==> config.mk <==
export PLATFORM = sky130hd
export DESIGN_NAME = sim_dmi_sequencer_flat
export DESIGN_NICKNAME = d
export VERILOG_FILES = /design/src/rtl/sim_dmi_sequencer_if.sv /design/src/rtl/sim_dmi_sequencer.sv /design/src/flat_wrapper.sv
export SDC_FILE = /design/constraint.sdc
export NUM_CORES = 2
export LEC_CHECK = 0
export BUFFER_PORTS_ARGS = -buffer_cell sky130_fd_sc_hd__buf_2
export CAP_MARGIN = 20
export CORE_ASPECT_RATIO = 1.75
export CORE_MARGIN = 10
export CORE_UTILIZATION = 55
export CTS_BUF_LIST = sky130_fd_sc_hd__clkbuf_4
export CTS_CLUSTER_SIZE = 16
export DETAILED_ROUTE_END_ITERATION = 8
export GPL_ROUTABILITY_DRIVEN = 0
export PLACE_DENSITY_LB_ADDON = 0.15
export REMOVE_ABC_BUFFERS = 1
export SLEW_MARGIN = 10
export SYNTH_ARGS = -nofsm -noshare
export SYNTH_HDL_FRONTEND = slang
export SYNTH_SLANG_ARGS = --single-unit
==> constraint.sdc <==
create_clock -name clk -period 12.4 [get_ports clk]
set_clock_uncertainty 0.15 [all_clocks]
set_input_delay 2.48 -clock clk [delete_from_list [all_inputs] [get_ports clk]]
set_output_delay 2.48 -clock clk [all_outputs]
set_load 0.1 [all_outputs]
==> src/rtl/sim_dmi_sequencer_if.sv <==
`default_nettype none
// ============================================================================
//  Module      : sim_dmi_sequencer_if
//  Description : DMI request/response channel bundle between a DMI master
//                (the sequencer) and a debug module or bench responder.
//  Revision    : 1.0 - initial release
// ============================================================================
interface sim_dmi_sequencer_if #(
    parameter int ADDR_WIDTH = 7,
    parameter int DATA_WIDTH = 32
);
    logic                  debug_req_valid;
    logic                  debug_req_ready;
    logic [ADDR_WIDTH-1:0] debug_req_bits_addr;
    logic [1:0]            debug_req_bits_op;
    logic [DATA_WIDTH-1:0] debug_req_bits_data;
    logic                  debug_resp_valid;
    logic                  debug_resp_ready;
    logic [1:0]            debug_resp_bits_resp;
    logic [DATA_WIDTH-1:0] debug_resp_bits_data;

    modport master (
        output debug_req_valid,
        output debug_req_bits_addr,
        output debug_req_bits_op,
        output debug_req_bits_data,
        output debug_resp_ready,
        input  debug_req_ready,
        input  debug_resp_valid,
        input  debug_resp_bits_resp,
        input  debug_resp_bits_data
    );

    modport slave (
        input  debug_req_valid,
        input  debug_req_bits_addr,
        input  debug_req_bits_op,
        input  debug_req_bits_data,
        input  debug_resp_ready,
        output debug_req_ready,
        output debug_resp_valid,
        output debug_resp_bits_resp,
        output debug_resp_bits_data
    );
endinterface
`default_nettype wire

==> src/rtl/sim_dmi_sequencer.sv <==
`default_nettype none
// ============================================================================
//  Module      : sim_dmi_sequencer
//  Description : Scripted DMI master. Replays a preloaded table of WRITE,
//                READ and POLL operations, retries busy responses, bounds
//                every handshake wait and reports pass/fail on 'exit'.
//  Revision    : 1.0 - initial release
// ============================================================================
module sim_dmi_sequencer #(
    parameter int ADDR_WIDTH     = 7,
    parameter int DATA_WIDTH     = 32,
    parameter int SCRIPT_DEPTH   = 16,
    parameter int MAX_RETRIES    = 8,
    parameter int MAX_POLLS      = 256,
    parameter int TIMEOUT_CYCLES = 1024,
    localparam int IDXW          = (SCRIPT_DEPTH > 1) ? $clog2(SCRIPT_DEPTH) : 1
) (
    input  wire                   clk,
    input  wire                   reset,
    input  wire                   start,
    output logic                  busy,
    input  wire                   script_we,
    input  wire  [IDXW-1:0]       script_idx,
    input  wire  [1:0]            script_kind,
    input  wire  [ADDR_WIDTH-1:0] script_addr,
    input  wire  [DATA_WIDTH-1:0] script_data,
    input  wire  [DATA_WIDTH-1:0] script_mask,
    sim_dmi_sequencer_if.master   dmi,
    output logic                  rd_valid,
    output logic [DATA_WIDTH-1:0] rd_data,
    output logic [31:0]           exit
);

    localparam logic [1:0] c_KIND_WRITE = 2'd0;
    localparam logic [1:0] c_KIND_POLL  = 2'd2;
    localparam logic [1:0] c_KIND_END   = 2'd3;

    localparam logic [1:0] c_OP_READ    = 2'd1;
    localparam logic [1:0] c_OP_WRITE   = 2'd2;

    localparam logic [1:0] c_RESP_OK    = 2'd0;
    localparam logic [1:0] c_RESP_BUSY  = 2'd3;

    localparam logic [2:0] c_FAIL_RETRY   = 3'd2;
    localparam logic [2:0] c_FAIL_RESP    = 3'd3;
    localparam logic [2:0] c_FAIL_TIMEOUT = 3'd4;
    localparam logic [2:0] c_FAIL_POLL    = 3'd5;

    localparam int c_RETRY_W = $clog2(MAX_RETRIES + 2);
    localparam int c_POLL_W  = $clog2(MAX_POLLS + 2);
    localparam int c_TMO_W   = $clog2(TIMEOUT_CYCLES + 1);

    localparam logic [c_RETRY_W-1:0] c_MAX_RETRY = c_RETRY_W'(MAX_RETRIES);
    localparam logic [c_POLL_W-1:0]  c_MAX_POLL  = c_POLL_W'(MAX_POLLS);
    localparam logic [c_TMO_W-1:0]   c_TMO_LAST  = c_TMO_W'(TIMEOUT_CYCLES - 1);
    localparam logic [IDXW-1:0]      c_LAST_IDX  = IDXW'(SCRIPT_DEPTH - 1);
    localparam logic [IDXW:0]        c_DEPTH     = (IDXW + 1)'(SCRIPT_DEPTH);

    typedef enum logic [1:0] {
        S_IDLE      = 2'd0,
        S_ISSUE     = 2'd1,
        S_WAIT_RESP = 2'd2,
        S_DONE      = 2'd3
    } state_t;

    state_t                 r_state;
    logic [IDXW-1:0]        r_index;
    logic [c_RETRY_W-1:0]   r_retry;
    logic [c_POLL_W-1:0]    r_poll;
    logic [c_TMO_W-1:0]     r_timeout;

    // Script table; deliberately not reset so a script survives a reset.
    logic [1:0]             r_mem_kind [SCRIPT_DEPTH];
    logic [ADDR_WIDTH-1:0]  r_mem_addr [SCRIPT_DEPTH];
    logic [DATA_WIDTH-1:0]  r_mem_data [SCRIPT_DEPTH];
    logic [DATA_WIDTH-1:0]  r_mem_mask [SCRIPT_DEPTH];

    logic                   w_ctrl_idle;
    logic [IDXW-1:0]        w_next_index;
    logic                   w_last_slot;
    logic [IDXW-1:0]        w_ld_index;
    logic [1:0]             w_ld_kind;
    logic [ADDR_WIDTH-1:0]  w_ld_addr;
    logic [DATA_WIDTH-1:0]  w_ld_data;
    logic [1:0]             w_ld_op;
    logic [DATA_WIDTH-1:0]  w_ld_wdata;
    logic [1:0]             w_cur_kind;
    logic [DATA_WIDTH-1:0]  w_cur_data;
    logic [DATA_WIDTH-1:0]  w_cur_mask;
    logic                   w_poll_miss;
    logic [c_RETRY_W-1:0]   w_retry_inc;
    logic [c_POLL_W-1:0]    w_poll_inc;
    logic                   w_tmo_expired;
    logic                   w_req_fire;
    logic                   w_resp_fire;

    function automatic logic [31:0] f_exit_fail(input logic [2:0] code);
        f_exit_fail = {28'd0, code, 1'b1};
    endfunction

    assign w_ctrl_idle  = (r_state == S_IDLE) || (r_state == S_DONE);
    assign w_next_index = r_index + IDXW'(1);
    assign w_last_slot  = (r_index == c_LAST_IDX);

    // The load port fetches slot 0 when starting, otherwise the following slot.
    assign w_ld_index = (r_state == S_WAIT_RESP) ? w_next_index : '0;
    assign w_ld_kind  = r_mem_kind[w_ld_index];
    assign w_ld_addr  = r_mem_addr[w_ld_index];
    assign w_ld_data  = r_mem_data[w_ld_index];
    assign w_ld_op    = (w_ld_kind == c_KIND_WRITE) ? c_OP_WRITE : c_OP_READ;
    assign w_ld_wdata = (w_ld_kind == c_KIND_WRITE) ? w_ld_data : '0;

    // The current slot is stable while running since writes are blocked then.
    assign w_cur_kind  = r_mem_kind[r_index];
    assign w_cur_data  = r_mem_data[r_index];
    assign w_cur_mask  = r_mem_mask[r_index];
    assign w_poll_miss = (w_cur_kind == c_KIND_POLL) &&
                         ((dmi.debug_resp_bits_data & w_cur_mask) != (w_cur_data & w_cur_mask));

    assign w_retry_inc   = r_retry + c_RETRY_W'(1);
    assign w_poll_inc    = r_poll + c_POLL_W'(1);
    assign w_tmo_expired = (r_timeout == c_TMO_LAST);
    assign w_req_fire    = dmi.debug_req_valid && dmi.debug_req_ready;
    assign w_resp_fire   = dmi.debug_resp_valid && dmi.debug_resp_ready;

    // Script loading, accepted only while the sequencer is not executing.
    always_ff @(posedge clk) begin
        if (script_we && w_ctrl_idle && ({1'b0, script_idx} < c_DEPTH)) begin
            r_mem_kind[script_idx] <= script_kind;
            r_mem_addr[script_idx] <= script_addr;
            r_mem_data[script_idx] <= script_data;
            r_mem_mask[script_idx] <= script_mask;
        end
    end

    // Sequencer FSM with registered DMI, status and exit outputs.
    always_ff @(posedge clk or posedge reset) begin
        if (reset) begin
            r_state                 <= S_IDLE;
            r_index                 <= '0;
            r_retry                 <= '0;
            r_poll                  <= '0;
            r_timeout               <= '0;
            dmi.debug_req_valid     <= 1'b0;
            dmi.debug_req_bits_addr <= '0;
            dmi.debug_req_bits_op   <= 2'd0;
            dmi.debug_req_bits_data <= '0;
            dmi.debug_resp_ready    <= 1'b0;
            busy                    <= 1'b0;
            rd_valid                <= 1'b0;
            rd_data                 <= '0;
            exit                    <= 32'd0;
        end else begin
            rd_valid <= 1'b0;
            case (r_state)
                S_IDLE, S_DONE: begin
                    if (start) begin
                        r_index   <= '0;
                        r_retry   <= '0;
                        r_poll    <= '0;
                        r_timeout <= '0;
                        exit      <= 32'd0;
                        if (w_ld_kind == c_KIND_END) begin
                            r_state <= S_DONE;
                            exit    <= 32'd1;
                        end else begin
                            r_state                 <= S_ISSUE;
                            busy                    <= 1'b1;
                            dmi.debug_req_valid     <= 1'b1;
                            dmi.debug_req_bits_addr <= w_ld_addr;
                            dmi.debug_req_bits_op   <= w_ld_op;
                            dmi.debug_req_bits_data <= w_ld_wdata;
                        end
                    end
                end

                S_ISSUE: begin
                    if (w_req_fire) begin
                        r_state              <= S_WAIT_RESP;
                        r_timeout            <= '0;
                        dmi.debug_req_valid  <= 1'b0;
                        dmi.debug_resp_ready <= 1'b1;
                    end else if (w_tmo_expired) begin
                        r_state             <= S_DONE;
                        busy                <= 1'b0;
                        dmi.debug_req_valid <= 1'b0;
                        exit                <= f_exit_fail(c_FAIL_TIMEOUT);
                    end else begin
                        r_timeout <= r_timeout + c_TMO_W'(1);
                    end
                end

                S_WAIT_RESP: begin
                    if (w_resp_fire) begin
                        r_timeout            <= '0;
                        dmi.debug_resp_ready <= 1'b0;
                        if (dmi.debug_resp_bits_resp == c_RESP_BUSY) begin
                            if (w_retry_inc > c_MAX_RETRY) begin
                                r_state <= S_DONE;
                                busy    <= 1'b0;
                                exit    <= f_exit_fail(c_FAIL_RETRY);
                            end else begin
                                // Request fields are still held, so reissue is just valid.
                                r_retry             <= w_retry_inc;
                                r_state             <= S_ISSUE;
                                dmi.debug_req_valid <= 1'b1;
                            end
                        end else if (dmi.debug_resp_bits_resp != c_RESP_OK) begin
                            // The reserved code 1 is treated like an explicit failure.
                            r_state <= S_DONE;
                            busy    <= 1'b0;
                            exit    <= f_exit_fail(c_FAIL_RESP);
                        end else begin
                            if (w_cur_kind != c_KIND_WRITE) begin
                                rd_data  <= dmi.debug_resp_bits_data;
                                rd_valid <= 1'b1;
                            end
                            if (w_poll_miss) begin
                                if (w_poll_inc > c_MAX_POLL) begin
                                    r_state <= S_DONE;
                                    busy    <= 1'b0;
                                    exit    <= f_exit_fail(c_FAIL_POLL);
                                end else begin
                                    r_poll              <= w_poll_inc;
                                    r_state             <= S_ISSUE;
                                    dmi.debug_req_valid <= 1'b1;
                                end
                            end else if (w_last_slot || (w_ld_kind == c_KIND_END)) begin
                                r_state <= S_DONE;
                                busy    <= 1'b0;
                                exit    <= 32'd1;
                            end else begin
                                r_index                 <= w_next_index;
                                r_retry                 <= '0;
                                r_poll                  <= '0;
                                r_state                 <= S_ISSUE;
                                dmi.debug_req_valid     <= 1'b1;
                                dmi.debug_req_bits_addr <= w_ld_addr;
                                dmi.debug_req_bits_op   <= w_ld_op;
                                dmi.debug_req_bits_data <= w_ld_wdata;
                            end
                        end
                    end else if (w_tmo_expired) begin
                        r_state              <= S_DONE;
                        busy                 <= 1'b0;
                        dmi.debug_resp_ready <= 1'b0;
                        exit                 <= f_exit_fail(c_FAIL_TIMEOUT);
                    end else begin
                        r_timeout <= r_timeout + c_TMO_W'(1);
                    end
                end

                default: begin
                    r_state <= S_IDLE;
                end
            endcase
        end
    end

endmodule
`default_nettype wire

==> src/flat_wrapper.sv <==
// flat-port wrapper written by rule: the top's interface ports become plain ports
module sim_dmi_sequencer_flat 
#(
    parameter int ADDR_WIDTH     = 7,
    parameter int DATA_WIDTH     = 32,
    parameter int SCRIPT_DEPTH   = 16,
    parameter int MAX_RETRIES    = 8,
    parameter int MAX_POLLS      = 256,
    parameter int TIMEOUT_CYCLES = 1024,
    localparam int IDXW          = (SCRIPT_DEPTH > 1) ? $clog2(SCRIPT_DEPTH) : 1
)
  (clk, reset, start, busy, script_we, script_idx, script_kind, script_addr, script_data, script_mask, rd_valid, rd_data, exit, dmi_debug_req_valid, dmi_debug_req_bits_addr, dmi_debug_req_bits_op, dmi_debug_req_bits_data, dmi_debug_resp_ready, dmi_debug_req_ready, dmi_debug_resp_valid, dmi_debug_resp_bits_resp, dmi_debug_resp_bits_data);
  sim_dmi_sequencer_if #(.ADDR_WIDTH(ADDR_WIDTH), .DATA_WIDTH(DATA_WIDTH)) dmi_i ();
  input  wire clk;
  input  wire reset;
  input  wire start;
  output logic busy;
  input  wire script_we;
  input  wire  [IDXW-1:0] script_idx;
  input  wire  [1:0] script_kind;
  input  wire  [ADDR_WIDTH-1:0] script_addr;
  input  wire  [DATA_WIDTH-1:0] script_data;
  input  wire  [DATA_WIDTH-1:0] script_mask;
  output logic rd_valid;
  output logic [DATA_WIDTH-1:0] rd_data;
  output logic [31:0] exit;
  output wire logic [$bits(dmi_i.debug_req_valid)-1:0] dmi_debug_req_valid;
  output wire logic [$bits(dmi_i.debug_req_bits_addr)-1:0] dmi_debug_req_bits_addr;
  output wire logic [$bits(dmi_i.debug_req_bits_op)-1:0] dmi_debug_req_bits_op;
  output wire logic [$bits(dmi_i.debug_req_bits_data)-1:0] dmi_debug_req_bits_data;
  output wire logic [$bits(dmi_i.debug_resp_ready)-1:0] dmi_debug_resp_ready;
  input wire logic [$bits(dmi_i.debug_req_ready)-1:0] dmi_debug_req_ready;
  input wire logic [$bits(dmi_i.debug_resp_valid)-1:0] dmi_debug_resp_valid;
  input wire logic [$bits(dmi_i.debug_resp_bits_resp)-1:0] dmi_debug_resp_bits_resp;
  input wire logic [$bits(dmi_i.debug_resp_bits_data)-1:0] dmi_debug_resp_bits_data;
  assign dmi_debug_req_valid = dmi_i.debug_req_valid;
  assign dmi_debug_req_bits_addr = dmi_i.debug_req_bits_addr;
  assign dmi_debug_req_bits_op = dmi_i.debug_req_bits_op;
  assign dmi_debug_req_bits_data = dmi_i.debug_req_bits_data;
  assign dmi_debug_resp_ready = dmi_i.debug_resp_ready;
  assign dmi_i.debug_req_ready = dmi_debug_req_ready;
  assign dmi_i.debug_resp_valid = dmi_debug_resp_valid;
  assign dmi_i.debug_resp_bits_resp = dmi_debug_resp_bits_resp;
  assign dmi_i.debug_resp_bits_data = dmi_debug_resp_bits_data;
  sim_dmi_sequencer #(.ADDR_WIDTH(ADDR_WIDTH), .DATA_WIDTH(DATA_WIDTH), .SCRIPT_DEPTH(SCRIPT_DEPTH), .MAX_RETRIES(MAX_RETRIES), .MAX_POLLS(MAX_POLLS), .TIMEOUT_CYCLES(TIMEOUT_CYCLES)) u_core (.clk(clk), .reset(reset), .start(start), .busy(busy), .script_we(script_we), .script_idx(script_idx), .script_kind(script_kind), .script_addr(script_addr), .script_data(script_data), .script_mask(script_mask), .dmi(dmi_i), .rd_valid(rd_valid), .rd_data(rd_data), .exit(exit));
endmodule
---- After elaboration in Yosys (flattened, before gate mapping) ----
Memories as Yosys holds them, arrays and structs flattened.
Index checks and enable logic that the tools add are counted.
storage, ports and cells
  word-level logic and storage cells ...... 191
  bits in writable memories ............... 1168
  register bits after elaboration ......... 139
  input bits .............................. 117
  memories ................................ 4
operators by class
  order comparisons ....................... 2
  $add $sub $neg .......................... 4
  bitwise operators ....................... 4
  reduce and logical (&&, ||, !) cells .... 22
  equality and inequality tests ........... 31
  multiplexer cells ....................... 110
memories
  memory             depth  width  read ports  clocked after memory_dff  wr ports  line                     text
  u_core.r_mem_data  16     32     2           0                         1         sim_dmi_sequencer.sv:75  logic [DATA_WIDTH-1:0] r_mem_data [SCRIPT_DEPTH];
  u_core.r_mem_mask  16     32     1           0                         1         sim_dmi_sequencer.sv:76  logic [DATA_WIDTH-1:0] r_mem_mask [SCRIPT_DEPTH];
  u_core.r_mem_addr  16     7      1           0                         1         sim_dmi_sequencer.sv:74  logic [ADDR_WIDTH-1:0] r_mem_addr [SCRIPT_DEPTH];
  u_core.r_mem_kind  16     2      2           0                         1         sim_dmi_sequencer.sv:73  logic [1:0] r_mem_kind [SCRIPT_DEPTH];
operators with widths
  cell                                                               number
  32-bit two-way mux                                                 18
  32-bit case mux with 3 select lines                                1
  32-bit bitwise AND                                                 2
  32-bit case mux with 2 select lines                                1
  9-bit two-way mux                                                  7
  4-bit two-way mux                                                  13
  7-bit two-way mux                                                  7
  11-bit two-way mux                                                 4
  2-bit two-way mux                                                  19
  11-bit case mux with 3 select lines                                1
  32-bit != test                                                     1
  1-bit two-way mux                                                  30
  7-bit AND reduction                                                3
  9-bit case mux with 2 select lines                                 1
  4-bit case mux with 2 select lines                                 2
  8-bit AND reduction                                                2
  3-bit != test, second input constant                               5
  2-bit != test, second input constant                               7
  7-bit case mux with 2 select lines                                 1
  11-bit by 1-bit adder with 11-bit output, second input constant    1
  11-bit by 10-bit == test with 1-bit output, second input constant  1
  2-bit == test, second input constant                               5
  5-bit AND reduction                                                2
  9-bit by 1-bit adder with 9-bit output, second input constant      1
  24 further kinds                                                   38

---- Longest topological paths before layout ----
An unclocked memory read counts as a cell.
  depth after elaboration ................. 11
  mapped depth ............................ 20

---- Worst setup path after synthesis ----
No wires, ideal clock.
  path type ............................... input -> register
  start point ............................. input port script_idx[1]
  end point ............................... memory u_core.r_mem_addr[0][0] (enable)
  path slack .............................. 3.787 ns
  arrival ................................. 7.869 ns
  buffers on the path ..................... 0
  stages on the path ...................... 2
  cells stage by stage .................... or3_1 -> nor3_1
RTL lines
  element          line                     text
  start, declared  flat_wrapper.sv:19       input wire [IDXW-1:0] script_idx;
  end, declared    sim_dmi_sequencer.sv:74
No word-level cell before the write port.

---- Worst setup path in the final report ----
  start point ............................. register u_core.r_index[0]
  end point ............................... register u_core.dmi.debug_req_bits_addr[0]
between the ends
  cells in the longest elaborated chain, start to end .. 9
  elaborated cells on any way between the ends .. 26
  classes of those cells .................. add/sub: 1; eq/ne: 7; mux: 9; bitwise: 2; reduce/logical: 3; memory: 4
RTL lines
  element                                 line                        text
  start, declared                         sim_dmi_sequencer.sv:67     logic [IDXW-1:0] r_index;
  start signal, assigned                  sim_dmi_sequencer.sv:233    r_index <= w_next_index;
  4-bit by 1-bit adder with 4-bit output  sim_dmi_sequencer.sv:102    assign w_next_index = r_index + IDXW'(1);
  4-bit two-way mux                       sim_dmi_sequencer.sv:106    assign w_ld_index = (r_state == S_WAIT_RESP) ? w_next_index : '0;
  memory read 16 x 7 bit                  n/a
  7-bit two-way mux                       sim_dmi_sequencer.sv:228    end else if (w_last_slot || (w_ld_kind == c_KIND_END)) begin
  7-bit two-way mux                       sim_dmi_sequencer.sv:218    if (w_poll_miss) begin
  7-bit two-way mux                       sim_dmi_sequencer.sv:208    end else if (dmi.debug_resp_bits_resp != c_RESP_OK) begin
  7-bit two-way mux                       sim_dmi_sequencer.sv:197    if (dmi.debug_resp_bits_resp == c_RESP_BUSY) begin
  7-bit two-way mux                       sim_dmi_sequencer.sv:194    if (w_resp_fire) begin
  7-bit case mux with 2 select lines      sim_dmi_sequencer.sv:155    case (r_state)
  end signal, assigned                    sim_dmi_sequencer.sv:170    dmi.debug_req_bits_addr <= w_ld_addr;
  end signal, assigned                    sim_dmi_sequencer.sv:238    dmi.debug_req_bits_addr <= w_ld_addr;
  end, declared                           sim_dmi_sequencer_if.sv:24  output debug_req_bits_addr,
Several ways; a longest one is shown, not always the timed one. The select of a mux whose other input is x is not followed.
A chain may end at the register's enable or synchronous reset.

==> results.md <==
- CTS H-tree depth: 5
- Floorplan die width: 261 um
- Fin crit share: 56.6%
- WP data arrival: 7.91 ns
- Share of power burned in the clock network: 32.8%
- Total die area: 0.116 mm2
- Worst reg2reg path endpoint: u_core.dmi.debug_req_bits_addr[0]
- Synth area leaders: sky130_fd_sc_hd__edfxtp_1 (63%), sky130_fd_sc_hd__mux4_2 (6.4%), sky130_fd_sc_hd__dfrtp_1 (6.2%), sky130_fd_sc_hd__nand2_1 (3.0%), sky130_fd_sc_hd__mux2i_1 (2.6%)
- Switching Power: 0.00325 W
- Pin slew with the least headroom to its limit: 1.19 ns
- Async SR Flop Fraction: 10.6%
- Global-route usage over all layers: 28.1%
- Number of endpoints with negative hold slack in the final report: 0
- Non-filler cells, final: 5619
- Post-CTS Resized: 0
- Element type at the critical path start: register
- Switching Share: 30.8%
- Worst Setup End Kind: register
- Sequential-to-total area share from yosys stat: 68.8%
- Total Power Consumption: 0.0106 W
- Postcts setup bufs: 0
- Average via count per standard cell: 6.42
- Worst-case clock buffer depth: 4
- Instance count of the mapped netlist: 3677
- Post-DP HPWL: 90.8 mm
- Layout Nets: 4174
- WP data required: 13.30 ns
- Synthesized area divided by synthesized cell count: 15.2 um2
- Number of optimization iterations in the first detailed-route pass: 6
- List of most frequent post-synthesis cells: sky130_fd_sc_hd__edfxtp_1 (1168), sky130_fd_sc_hd__nand2_1 (451), sky130_fd_sc_hd__clkbuf_1 (160), sky130_fd_sc_hd__mux4_2 (160), sky130_fd_sc_hd__mux2i_1 (146)
- Die outline height: 442 um
- Total internal power: 0.00732 W
- Type of the worst setup path: register to register
- Setup repair after global routing missed its margin: false
- EDFF count, synth: 1168
- Number of vias in the routed layout: 36057
- Count of placed standard cells including taps: 5058
- Rows: 154
- Max_slew headroom: 19.8%
- Hold_sp: u_core.rd_data[21]
- Maximum capacitance violations: 0
- Setup violation total in the final timing report: 0
- Area fraction of the dominant cell type after synthesis: 62.6%
- Cell depth of the worst hold path: 2
- Detailed-route wire length per cell: 29.2 um
- Power density normalized to cell area: 169 mW/mm2
- Register-to-Register Path Depth: 12
- Number of CTS-inserted buffers: 314
- Total gr overflow: 0
- Yosys warnings: 0
- Largest net degree at the start of global routing: 102
- Later-pin clock latency in the skew report: 1.22 ns
- Most numerous cell in the Yosys netlist: sky130_fd_sc_hd__edfxtp_1
- Library cell used as clock root buffer: sky130_fd_sc_hd__clkbuf_4
- Number of violations reported at the end of detailed-routing iteration 0: 3759
- Dominant cell type by area after synthesis: sky130_fd_sc_hd__edfxtp_1
- Area of the core: 0.101 mm2
- Worst reg2reg setup slack: 5.39 ns
- Total number of clock tree sinks: 1307
- Highest Clock Rate: 143 MHz
- Class of the tightest hold or removal check: register to register
- WL final: 164 mm
- Share of power burned in registers: 48.0%
- Highest cell delay on the worst timing path: 1.06 ns
- Outcome: finished clean
- Worst Path Max Fanout: 100
- I/O pin count: 226
- Max VDD drop: 170 uV
- Port Buf Inserts: 225
- FF-to-FF Start: u_core.r_index[0]
- Top FF cell, synth: sky130_fd_sc_hd__edfxtp_1
- Number of antenna-violating nets in the routed design: 0
- Ratio of cells with drive above 1 in the final layout: 24.4%
- Number of antenna violations at the first check in global routing: 27
- Drc violations: 0
- Endpoint with the worst hold slack: u_core.rd_data[21]
- Count of hold-fix buffers inserted at cts: 0
- Cells along the critical path: buf_12 -> inv_4 -> a221oi_1 -> nor3_1 -> a2111oi_0 -> o2111ai_1 -> or4_1 -> or4b_4 -> a21boi_4 -> a21oi_2 -> nand3b_4 -> mux2_4
- Global-route wire length before repair: 236 mm
- Final min period: 7.01 ns
- Unique cell type count in the Yosys netlist: 82
- CTS tree: done
- Synth Register Bits: 1307
- Slowest cell on the critical path: sky130_fd_sc_hd__dfrtp_4
- Clock-pin transition on the worst setup and hold timing paths: 0.07 ns
- Comb power frac: 19.2%
- Number of global-route vias before repair: 36509
- Number of max-slew violations in the final report: 0
- Combined area of all synthesized cells: 0.0560 mm2
- Initial standard-cell utilization of the core: 55.5%
- Static leakage: 21.8 nW
- Synth-to-layout area growth: 11.4%
==> layout by cell type (no fill, tap or decap), types with 40 or more instances in the layout <==
cell and count:
sky130_fd_sc_hd__dfrtp_1 136, sky130_fd_sc_hd__buf_2 226, sky130_fd_sc_hd__a21oi_1 137, sky130_fd_sc_hd__and2_1 102, sky130_fd_sc_hd__o21ai_0 117, sky130_fd_sc_hd__nor2_1 48
sky130_fd_sc_hd__a221oi_1 88, sky130_fd_sc_hd__clkinv_1 66, sky130_fd_sc_hd__mux4_2 160, sky130_fd_sc_hd__nand3_1 47, sky130_fd_sc_hd__clkbuf_4 465, sky130_fd_sc_hd__a211oi_1 85
sky130_fd_sc_hd__nand2_1 448, sky130_fd_sc_hd__a22o_1 40, sky130_fd_sc_hd__edfxtp_1 1168, sky130_fd_sc_hd__mux2_2 53, sky130_fd_sc_hd__xor2_1 133, sky130_fd_sc_hd__mux2i_1 146
sky130_fd_sc_hd__buf_4 70, sky130_fd_sc_hd__a31oi_1 70
==> worst max-delay path, delay by kind of cell (launching register included) <==
| kind | cells | cell delay, ns |
|---|---|---|
| buffers and inverters | 2 | 1.02 |
| AOI/OAI and AO/OA | 5 | 1.70 |
| and+or+nand+nor | 4 | 2.21 |
| DFF | 1 | 1.06 |
| muxes | 1 | 0.61 |
==> routing by layer <==
| layer | track usage [%] | routed length, um | up-vias | part of all wire, % |
|---|---|---|---|---|
| met5 | 0 | 182 | - | 0.11 |
| li1 | - | - | 15346 | - |
| met1 | 34.9 | 60200 | 18250 | 37 |
| met4 | 13.2 | 7090 | 30 | 4.3 |
| met3 | 6.63 | 15400 | 403 | 9.4 |
| met2 | 46.0 | 81100 | 2028 | 49 |
==> state kept, by name, indices dropped and copies added, names as in the netlist <==
register,flops
u_core.r_mem_data,512
u_core.r_mem_mask,512
u_core.r_mem_addr,112
u_core.dmi.debug_req_bits_data,32
u_core.exit,32
u_core.r_mem_kind,32
u_core.rd_data,32
u_core.r_timeout,11
u_core.r_poll,9
u_core.dmi.debug_req_bits_addr,7
u_core.r_index,4
u_core.r_retry,4
u_core.dmi.debug_req_bits_op,2
u_core.r_state,2
u_core.busy,1
u_core.dmi.debug_req_valid,1
u_core.dmi.debug_resp_ready,1
u_core.rd_valid,1
==> worst max-delay path by stage <==
| stage | cells after the start | startpoint | end | slack (ns) |
|---|---|---|---|---|
| after floorplan | 9 | u_core.r_index[0] | u_core.dmi.debug_req_bits_data[21] | -19.57 |
| after global placement | 12 | dmi_debug_resp_bits_data[10] | u_core.dmi.debug_req_bits_addr[6] | 4.64 |
| after detailed placement | 12 | dmi_debug_resp_bits_data[10] | u_core.dmi.debug_req_bits_addr[0] | 4.55 |
| after CTS | 12 | u_core.r_index[0] | u_core.dmi.debug_req_bits_addr[0] | 5.34 |
| after global routing | 12 | u_core.r_index[0] | u_core.dmi.debug_req_bits_addr[5] | 5.14 |
| final | 12 | u_core.r_index[0] | u_core.dmi.debug_req_bits_addr[0] | 5.39 |
==> cell families (layout without fill, tap and decap cells) <==
| kind of cell | after synthesis | after routing | share of synthesized area (%) |
|---|---|---|---|
| fa+ha+maj | 9 | 9 | 0.201 |
| buf+inv | 278 | 880 | 2.24 |
| other cells | 0 | 14 | 0 |
| mux | 365 | 365 | 10.3 |
| xor+xnor | 172 | 172 | 2.69 |
| flops | 1307 | 1307 | 68.8 |
| simple gates | 805 | 805 | 6.66 |
| compound gates | 741 | 741 | 9.14 |
==> per-stage QoR <==
step	area (um2)	setup TNS (ns)	hold WS, ns	setup slack (ns)	util [%]
after detailed placement	58500	0	0.315	4.55	57.9
final	62400	0	0.325	5.39	61.8
after CTS	62400	0	0.329	5.34	61.8
after global placement	58500	0	0.307	4.64	57.9
after floorplan	54900	-1867.24	0.306	-19.57	-
after global routing	62400	0	0.343	5.14	61.8
==> power groups by stage <==
| stage | clock network (W) | logic, W | registers, W |
|---|---|---|---|
| 2_1_floorplan | 0 | 0.00105 | 0.00571 |
| 3_3_place_gp | 0 | 0.00201 | 0.00516 |
| 3_5_place_dp | 0 | 0.00202 | 0.00517 |
| 4_1_cts | 0.00354 | 0.00203 | 0.00507 |
| 5_1_grt | 0.00376 | 0.00215 | 0.00509 |
| 6_report | 0.00347 | 0.00202 | 0.00508 |
==> area by class of cell <==
class,count,area (um2)
Antenna cell,14,35.0
Clock buffer,465,3490
Clock inverter,82,420
Fill cell,7782,38500
Inverter,33,131
Multi-Input combinational cell,2092,16400
Sequential cell,1307,38600
Tap cell,1326,1660
Timing Repair Buffer,300,1740
(Power assumes the default switching activity.)
